File: config.mk
export PLATFORM = sky130hd
export DESIGN_NAME = ii_loop_issuer
export DESIGN_NICKNAME = d
export VERILOG_FILES = /design/src/rtl/ii_loop_issuer.sv
export SDC_FILE = /design/constraint.sdc
export NUM_CORES = 1
export LEC_CHECK = 0
export CORE_MARGIN = 2
export CORE_UTILIZATION = 30
export DETAILED_ROUTE_END_ITERATION = 10
export SYNTH_ARGS = -nofsm -noshare
export SYNTH_HDL_FRONTEND = slang
export SYNTH_SLANG_ARGS = --single-unit
export TNS_END_PERCENT = 10
File: constraint.sdc
create_clock -name clk -period 6.7 [get_ports clk]
set_clock_uncertainty 0.1 [all_clocks]
set_input_delay 1.34 -clock clk [delete_from_list [all_inputs] [get_ports clk]]
set_output_delay 1.34 -clock clk [all_outputs]
set_load 0.01 [all_outputs]
File: src/rtl/ii_loop_issuer.sv
//------------------------------------------------------------------------------
// Module   : ii_loop_issuer
// Purpose  : Two-level loop-nest issue controller. On a start pulse it issues
//            TRIPS_OUTER*TRIPS_INNER iterations, one every II cycles, each
//            tagged with its outer/inner loop indices. Supports stalls, a
//            final-iteration flag, a one-cycle done pulse and back-to-back
//            restart when start coincides with the final issue.
// Config   : define II_LOOP_ISSUER_STALL_EN to honour the stall input; when it
//            is undefined the stall port is present but ignored, so issue has
//            no combinational input path.
// Ports    : clk        in  clock, rising edge
//            rst        in  synchronous active-high reset
//            start      in  begin a run (also restarts in the last cycle)
//            stall      in  freeze the run for this cycle
//            busy       out run in progress
//            issue      out iteration issued this cycle
//            idx_outer  out outer index of the issued iteration
//            idx_inner  out inner index of the issued iteration
//            last       out this issue is the final iteration
//            done       out one-cycle pulse the cycle after the final issue
// Revision : 1.0 - initial release
//------------------------------------------------------------------------------
`default_nettype none

module ii_loop_issuer #(
  parameter int WIDTH       = 32,
  parameter int TRIPS_OUTER = 2,
  parameter int TRIPS_INNER = 4,
  parameter int II          = 1
) (
  input  logic             clk,
  input  logic             rst,
  input  logic             start,
  input  logic             stall,
  output logic             busy,
  output logic             issue,
  output logic [WIDTH-1:0] idx_outer,
  output logic [WIDTH-1:0] idx_inner,
  output logic             last,
  output logic             done
);

  typedef enum logic [0:0] {
    S_IDLE = 1'b0,
    S_RUN  = 1'b1
  } state_t;

  // Gap counter only needs to count 0..II-1; keep at least one bit for II=1.
  localparam int                 c_gap_w     = (II > 1) ? $clog2(II) : 1;
  localparam logic [c_gap_w-1:0] c_gap_max   = c_gap_w'(II - 1);
  localparam logic [c_gap_w-1:0] c_gap_after = (II == 1) ? '0 : c_gap_w'(1);
  localparam logic [WIDTH-1:0]   c_last_out  = WIDTH'(TRIPS_OUTER - 1);
  localparam logic [WIDTH-1:0]   c_last_in   = WIDTH'(TRIPS_INNER - 1);

  state_t             r_state;
  logic [c_gap_w-1:0] r_gap;
  logic [WIDTH-1:0]   r_idx_outer;
  logic [WIDTH-1:0]   r_idx_inner;
  logic               r_done;

  logic               w_stall;
  logic               w_issue;
  logic               w_last;

`ifdef II_LOOP_ISSUER_STALL_EN
  assign w_stall = stall;
`else
  // Port kept for interface compatibility; its value is deliberately dropped.
  logic w_unused_stall;
  assign w_unused_stall = stall;
  assign w_stall        = 1'b0;
`endif

  assign w_issue = (r_state == S_RUN) && (r_gap == '0) && !w_stall;
  assign w_last  = w_issue && (r_idx_outer == c_last_out) && (r_idx_inner == c_last_in);

  always_ff @(posedge clk) begin
    if (rst) begin
      r_state     <= S_IDLE;
      r_gap       <= '0;
      r_idx_outer <= '0;
      r_idx_inner <= '0;
      r_done      <= 1'b0;
    end else begin
      // done marks the cycle after the final issue, including on restart.
      r_done <= w_last;
      case (r_state)
        S_IDLE: begin
          if (start) begin
            r_state     <= S_RUN;
            r_gap       <= '0;
            r_idx_outer <= '0;
            r_idx_inner <= '0;
          end
        end
        S_RUN: begin
          if (w_last) begin
            // start in the final cycle chains straight into a fresh run.
            r_state     <= start ? S_RUN : S_IDLE;
            r_gap       <= '0;
            r_idx_outer <= '0;
            r_idx_inner <= '0;
          end else if (w_issue) begin
            r_gap <= c_gap_after;
            if (r_idx_inner == c_last_in) begin
              r_idx_inner <= '0;
              r_idx_outer <= r_idx_outer + 1'b1;
            end else begin
              r_idx_inner <= r_idx_inner + 1'b1;
            end
          end else if (!w_stall) begin
            r_gap <= (r_gap == c_gap_max) ? '0 : r_gap + 1'b1;
          end
        end
        default: begin
          r_state <= S_IDLE;
        end
      endcase
    end
  end

  assign busy      = (r_state == S_RUN);
  assign issue     = w_issue;
  assign last      = w_last;
  assign idx_outer = r_idx_outer;
  assign idx_inner = r_idx_inner;
  assign done      = r_done;

endmodule

`default_nettype wire

# Word-level counts from Yosys, hierarchy flattened
# Index checks and enable logic that the tools add are counted.
# word_totals
ff_bits,67
in_bits,4
out_inout_bits,68
wordCells,37
# classes
add_sub_neg,3
eq_ne,5
muxes,17
n_bitwise,2
reduce_logical,5
# op_table
op,count
$mux 32,7
$pmux 32 s2,2
$add 32x1->32 const B,2
$eq 32x1->1 const B,1
$eq 32x2->1 const B,1
$mux 1,6
$ne 3x2->1 const B,2
$pmux 1 s2,2
$logic_and 1x1->1,3
$reduce_and 3->1,1
$ne 2x2->1 const B,1
$not 1->1,2
$reduce_and 2->1,1
$add 1x1->1 const B,1

# Logic depth before layout (Yosys ltp)
# Gate-level depths: netlist (run 1).
# logic_depth
ltp_word,6
ltp_mapped,9
mapped_depth_nobuf,7

# Worst setup path before layout (run 1)
# Ideal clock, no wire load.
# synth_path
path_type,register to output
start,register r_idx_inner[0] (netlist: idx_inner[0])
end,output port last
arrival_time_ps,2007
t_required_ps,5260
path_slack_ps,3253
stages_incl_launch_ff,8
n_path_buf,2
cell_sequence,dfxtp_1 -> ha_1 -> nor4b_2 -> nand4_1 -> or4_1 -> buf_4 -> buf_6 -> inv_1
# synth_between
elab_chain_len,2
# synth_rtl
element,line_no,rtl
start: declaration,58,logic [WIDTH-1:0] r_idx_inner;
start signal: assignment,109,r_idx_inner <= r_idx_inner + 1'b1;
$eq 32x2->1,75,assign w_last = w_issue && (r_idx_outer == c_last_out) && (r_idx_inner == c_last_in);
$logic_and 1x1->1,75,
end: declaration,39,"output logic last,"
# Every way passes these cells.

# Worst setup path in the final report (run 1)
# Ends and elaborated chain as after synthesis.

==> results of run 1 <==
-- sequential cells by signal, indices dropped and copies added (netlist names) --
name	cells
idx_outer	32
idx_inner	32
busy	1
done	1
-- worst max path at each step --
stage                              startpoint    to  slack (ns)  depth (start not counted)
floorplan           idx_inner[0]$_SDFFE_PP0P_  last        3.25                          7
global placement    idx_inner[0]$_SDFFE_PP0P_  last        2.54                          7
detailed placement  idx_inner[0]$_SDFFE_PP0P_  last        2.58                          7
CTS                 idx_inner[0]$_SDFFE_PP0P_  last        2.19                          7
global route        idx_inner[0]$_SDFFE_PP0P_  last        2.02                          7
finish              idx_inner[0]$_SDFFE_PP0P_  last        2.21                          7
-- Yosys cell counts (11+ instances only) --
master | instances | share of area
nand4_1 | 33 | 0.053
nor4_1 | 12 | 0.019
or3_1 | 18 | 0.029
a31oi_1 | 35 | 0.056
a311oi_1 | 11 | 0.025
nor3_1 | 17 | 0.022
clkbuf_1 | 18 | 0.017
dfxtp_1 | 66 | 0.34
inv_1 | 23 | 0.022
nor2_1 | 26 | 0.025
nand2_1 | 43 | 0.041
o21ai_0 | 16 | 0.021
a21oi_1 | 19 | 0.024
nand3_1 | 35 | 0.045
-- per-stage QoR --
step	setup WS [ns]	util
4_1_cts	2.19	0.396
3_5_place_dp	2.58	0.373
5_1_grt	2.02	0.396
6_report	2.21	0.396
2_1_floorplan	3.25	-
3_3_place_gp	2.54	0.373
-- final cells by class --
cell class,count,area (um2)
Fill cell,1334,7650
Multi-Input combinational cell,373,2340
Sequential cell,66,1320
Timing Repair Buffer,77,753
Clock buffer,14,264
Tap cell,172,215
Inverter,24,90.1
Clock inverter,2,35.0
-- layer usage --
metal | vias to the layer above | routed length (um) | GRT usage | part of all wire
li1 | 2058 | - | - | -
met1 | 2037 | 5910 | 0.252 | 0.48
met2 | 159 | 5570 | 0.271 | 0.45
met3 | 18 | 723 | 0.0315 | 0.058
met4 | 0 | 179 | 0.0655 | 0.014
met5 | - | 0 | 0 | 0
-- kinds of logic after synthesis --
kind of cell               after synthesis
and+or+nand+nor                        239
AOI/OAI and AO/OA                      127
DFF                                     66
buffers and inverters                   55
adders and majority gates                3
xor gates and xnor gates                 2
muxes                                    2
-- power breakdown --
group	total [mW]	switching, mW	internal [mW]
Combinational	0.0504	0.0357	0.0147
Sequential	0.395	0.00135	0.394
Clock	0.481	0.172	0.308
Total	0.926	0.210	0.717
-- critical path: stages (launching register included) --
cell and delay, ns:
dfxtp_1 0.41, ha_1 0.31, nor4b_2 0.28, nand4_1 0.27, or4_1 0.58, buf_4 0.25, inv_1 0.08, clkdlybuf4s50_1 0.53
==> summary.md, run 1 <==
| Metric | Value |
|---|---|
| Run status | completed |
| # resized after CTS | 0 |
| Port Buffer Count | 70 |
| CTS max path bufs | 2 |
| WP data required | 5.26 ns |
| Vias in the first global route | 3920 |
| Overall Power | 0.926 mW |
| CTS H-tree lvls | 3 |
| Gpl congestion | 0.832 |
| Syn nets | 501 |
| Vias | 4272 |
| CTS Buf Count | 9 |
| Synth-to-Final Area Change | 28.7% |
| Drt total wl | 12400 um |
| Die Span Y | 118 um |
| Initial Util | 0.308 |
| Count of warnings emitted by yosys | 0 |
| I/O pins | 72 |
| Crit share post-route | 0.671 |
| Post-synth EDFFs | 0 |
| Pwr/cell area | 184 nW/um2 |
| Gr usage total | 0.179 |
| WHS | 0.403 ns |
| Crit path DAT | 3.05 ns |
| Synthesized area | 3900 um2 |
| Die W | 118 um |
| Slew Viols, Final | 0 |
| Largest family of logic cells by synthesized area | simple AND/OR/NAND/NOR gates |
| Hold path start | idx_outer[31]$_SDFFE_PP0P_ |
| Ys flop type | dfxtp_1 |
| Most frequent cells in the layout | clkdlybuf4s50_1, dfxtp_1, nand2_1 |
| Final Critical Period | 4.49 ns |
| Hold Path Sink | idx_outer[31]$_SDFFE_PP0P_ |
| Mux cell area share after synthesis | 0.00513 |
| Post-CTS setup buffers | 0 |
| CTS tree | built |
| Pleak | 1.44 nW |
| Worst Hold Path Cells | 2 |
| RR Startpoint | idx_inner[0]$_SDFFE_PP0P_ |
| NumNets Final | 558 |
| Drt drc | 0 |
| Seq/Total Area, Yosys | 0.339 |
| Share of layout cells above drive strength 1 | 0.0719 |
| Layout Cells excl Fill | 728 |
| Core region area | 12700 um2 |
| Row Count | 41 |
| Max VDD drop | 117 uV |
| Worst setup EP type | output pin |
| Reg2Reg Depth | 6 |
| Clk root buf | clkbuf_16 |
| Final ANT Viol Nets | 0 |
| WL/cell | 17.0 um |
| Final hold vios | 0 |
| Startpoint Class | register |
| Rel. slew slack | 0.266 |
| Most common cell after layout, fill and taps aside | clkdlybuf4s50_1 |
| N_diodes | 0 |
| Max Fanout on Critical Path | 28 |
| Asr flop ratio synth | 0 |
| Post-Place Cell Area | 4720 um2 |
| CTS Hold Bufs | 0 |
| Max cap viols | 0 |
| Worst R2R End | idx_outer[2]$_SDFFE_PP0P_ |
| R2r setup slk | 3.85 ns |
| Synth Instances | 494 |
| Simple-Gate Fraction of Synth Area | 0.359 |
| Grt ovf | 0 |
| Max Freq | 222 MHz |
| Clk_lat worst skew | 0.34 ns |
| Initial antenna violation count | 0 |
| XOR/XNOR Fraction of Synth Area | 0.00449 |
| RSZ-0062 raised after global routing | no |
| Final-report setup violation count | 0 |
| Fin area | 5020 um2 |
| Syn avg cell area | 7.90 um2 |
| # clock sinks | 66 |
| Detailed placer's ending HPWL | 8580 um |
| Initial DRC count | 398 |
| Synth Area in Compound Gates | 0.221 |
| Setup CP Type | register to output pin |
| Largest net degree at the start of global routing | 45 |
| Die area | 13900 um2 |
| CTS clk-pin slew, worst paths | 0.05 ns |
| Vias per inst | 5.87 |
| Setup Total Neg Slack | 0 ns |
| Min-delay worst type | register to register |
| #FFs+latches synth | 66 |
| Dpl cells | 712 |
| Worst Tran Pin Value | 1.10 ns |
| Router iterations before antenna repair | 5 |
| Adder-Cell Fraction of Synth Area | 0.00962 |
| Number of distinct library cells after synthesis | 61 |
| First-pass GRT wire length | 20400 um |
(Power assumes the default switching activity.)
==> run 2: changes to the inputs <==
Clock period 6.7 ns to 4.6 ns, I/O delays scaled along.
==> run 2 against run 1 <==
Clock power up 63%. Final cell count up 0.14%. Global-route usage down 0.17 points. Highest routed layer unchanged.
==> summary.md, run 2 (synthesized netlist as in run 1, its figures left out) <==
| Metric | Value |
|---|---|
| Run status | completed |
| Final ANT Viol Nets | 0 (unchanged) |
| Core region area | 12700 um2 (unchanged) |
| Drt drc | 0 (unchanged) |
| I/O pins | 72 (unchanged) |
| N_diodes | 0 (unchanged) |
| Initial Util | 0.308 (unchanged) |
| # resized after CTS | 0 (unchanged) |
| Vias per inst | 5.84 (-0.49%) |
| Vias in the first global route | 3946 (+0.66%) |
| CTS clk-pin slew, worst paths | 0.06 ns (about the same) |
| Port Buffer Count | 70 (unchanged) |
| Max Fanout on Critical Path | 6 (-79%) |
| First-pass GRT wire length | 20200 um (-1.0%) |
| Final-report setup violation count | 0 (unchanged) |
| Grt ovf | 0 (unchanged) |
| Detailed placer's ending HPWL | 8650 um (+0.91%) |
| Largest net degree at the start of global routing | 41 (-8.9%) |
| Final Critical Period | 3.96 ns |
| Post-CTS setup buffers | 0 (unchanged) |
| Reg2Reg Depth | 7 (+1) |
| Clk_lat worst skew | 0.34 ns (about the same) |
| Most common cell after layout, fill and taps aside | clkdlybuf4s50_1 |
| Min-delay worst type | register to register |
| Router iterations before antenna repair | 5 (unchanged) |
| Clk root buf | clkbuf_16 |
| Final hold vios | 0 (unchanged) |
| Drt total wl | 12600 um (+1.5%) |
| Post-Place Cell Area | 4730 um2 (+0.16%) |
| CTS Buf Count | 9 (unchanged) |
| Fin area | 5070 um2 (+0.95%) |
| RSZ-0062 raised after global routing | no |
| Final Util | 0.400 (+0.00375) |
| Die W | 118 um (unchanged) |
| Worst Hold Path Cells | 2 (unchanged) |
| Setup Total Neg Slack | 0 ns (unchanged) |
| Slew Viols, Final | 0 (unchanged) |
| Row Count | 41 (unchanged) |
| CTS tree | built |
| NumNets Final | 559 (+0.18%) |
| Pleak | 1.46 nW (+1.6%) |
| Most frequent cells in the layout | clkdlybuf4s50_1, dfxtp_1, nand2_1 |
| Crit path DAT | 2.94 ns (-0.11 ns) |
| Rel. slew slack | 0.269 (+0.00343) |
| Share of layout cells above drive strength 1 | 0.0790 (+0.00705) |
| CTS H-tree lvls | 3 (unchanged) |
| Max Freq | 253 MHz |
| # clock sinks | 66 (unchanged) |
| CTS Hold Bufs | 0 (unchanged) |
| Die Span Y | 118 um (unchanged) |
| Startpoint Class | register |
| Gpl congestion | 0.857 (+3.0%) |
| Initial DRC count | 435 (+9.3%) |
| Max cap viols | 0 (unchanged) |
| Max VDD drop | 184 uV (+58%) |
| WP data required | 3.58 ns (-1.68 ns) |
| Synth-to-Final Area Change | 29.9% |
| Worst Tran Pin Value | 1.09 ns (-0.00512 ns) |
| Pwr/cell area | 283 nW/um2 (+53%) |
| WL/cell | 17.2 um (+1.3%) |
| Die area | 13900 um2 (unchanged) |
| Crit share post-route | 0.861 |
| Worst setup EP type | output pin |
| CTS max path bufs | 2 (unchanged) |
| Setup CP Type | register to output pin |
| Initial antenna violation count | 0 (unchanged) |
| Vias | 4257 (-0.35%) |
| Gr usage total | 0.177 (-0.00172) |
-- run 2: cell count changes in the layout (fill, tap and decap cells not counted), sizes merged --
cell,previous run,this run
bufinv,1,2
clkbuf,14,12
buf,7,8
clkinvlp,0,1
-- run 2: stage by stage --
step / hold slack (ns) / total power, mW / cells / setup slack [ns]
3_5_place_dp: 0.384 / 0.662 / 713 / 1.02
4_1_cts: 0.392 / 1.43 / 729 / 0.637
3_3_place_gp: 0.375 / 0.660 / 713 / 1.06
5_1_grt: 0.423 / 1.47 / 729 / 0.534
6_report: 0.396 / 1.43 / 729 / 0.640
2_1_floorplan: 0.396 / 0.637 / 494 / 1.57
-- run 2: worst paths after layout --
check	startpoint	to	slack, ns
worst max register to register	idx_inner[0]$_SDFFE_PP0P_	idx_outer[16]$_SDFFE_PP0P_	1.72
worst min register to register	idx_outer[31]$_SDFFE_PP0P_	idx_outer[31]$_SDFFE_PP0P_	0.40
worst min-delay path	idx_outer[31]$_SDFFE_PP0P_	idx_outer[31]$_SDFFE_PP0P_	0.40
worst max-delay path	idx_inner[0]$_SDFFE_PP0P_	last	0.64
-- run 2: where the power goes --
| group | leakage, nW | internal, mW | switching (mW) |
|---|---|---|---|
| registers | 0.532 | 0.573 | 0.00160 |
| logic | 0.768 | 0.0220 | 0.0529 |
| clock network | 0.165 | 0.518 | 0.265 |
-- run 2: layout make-up --
| cell class | instances | area, um2 |
|---|---|---|
| well taps | 172 | 215 |
| repair buffers | 78 | 761 |
| inverters | 24 | 90.1 |
| fillers | 1295 | 7600 |
| flip-flops and latches | 66 | 1320 |
| clock buffers | 12 | 267 |
| multi-input cells | 373 | 2340 |
| clock inverters | 4 | 72.6 |
-- run 2: critical path: stages, from the launching register on --
cell             delay, ns
dfxtp_1               0.41
ha_1                  0.32
nor4b_2               0.29
nand4_1               0.29
or4_1                 0.67
inv_1                 0.08
clkdlybuf4s50_1       0.54
-- run 2: layer usage --
layer  vias to the layer above  GRT usage  part of all wire
met4                         0     0.0617             0.013
met5                         -          0                 0
met1                      2042      0.251              0.48
met2                       139      0.266              0.44
met3                        15     0.0329             0.057
li1                       2061          -                 -
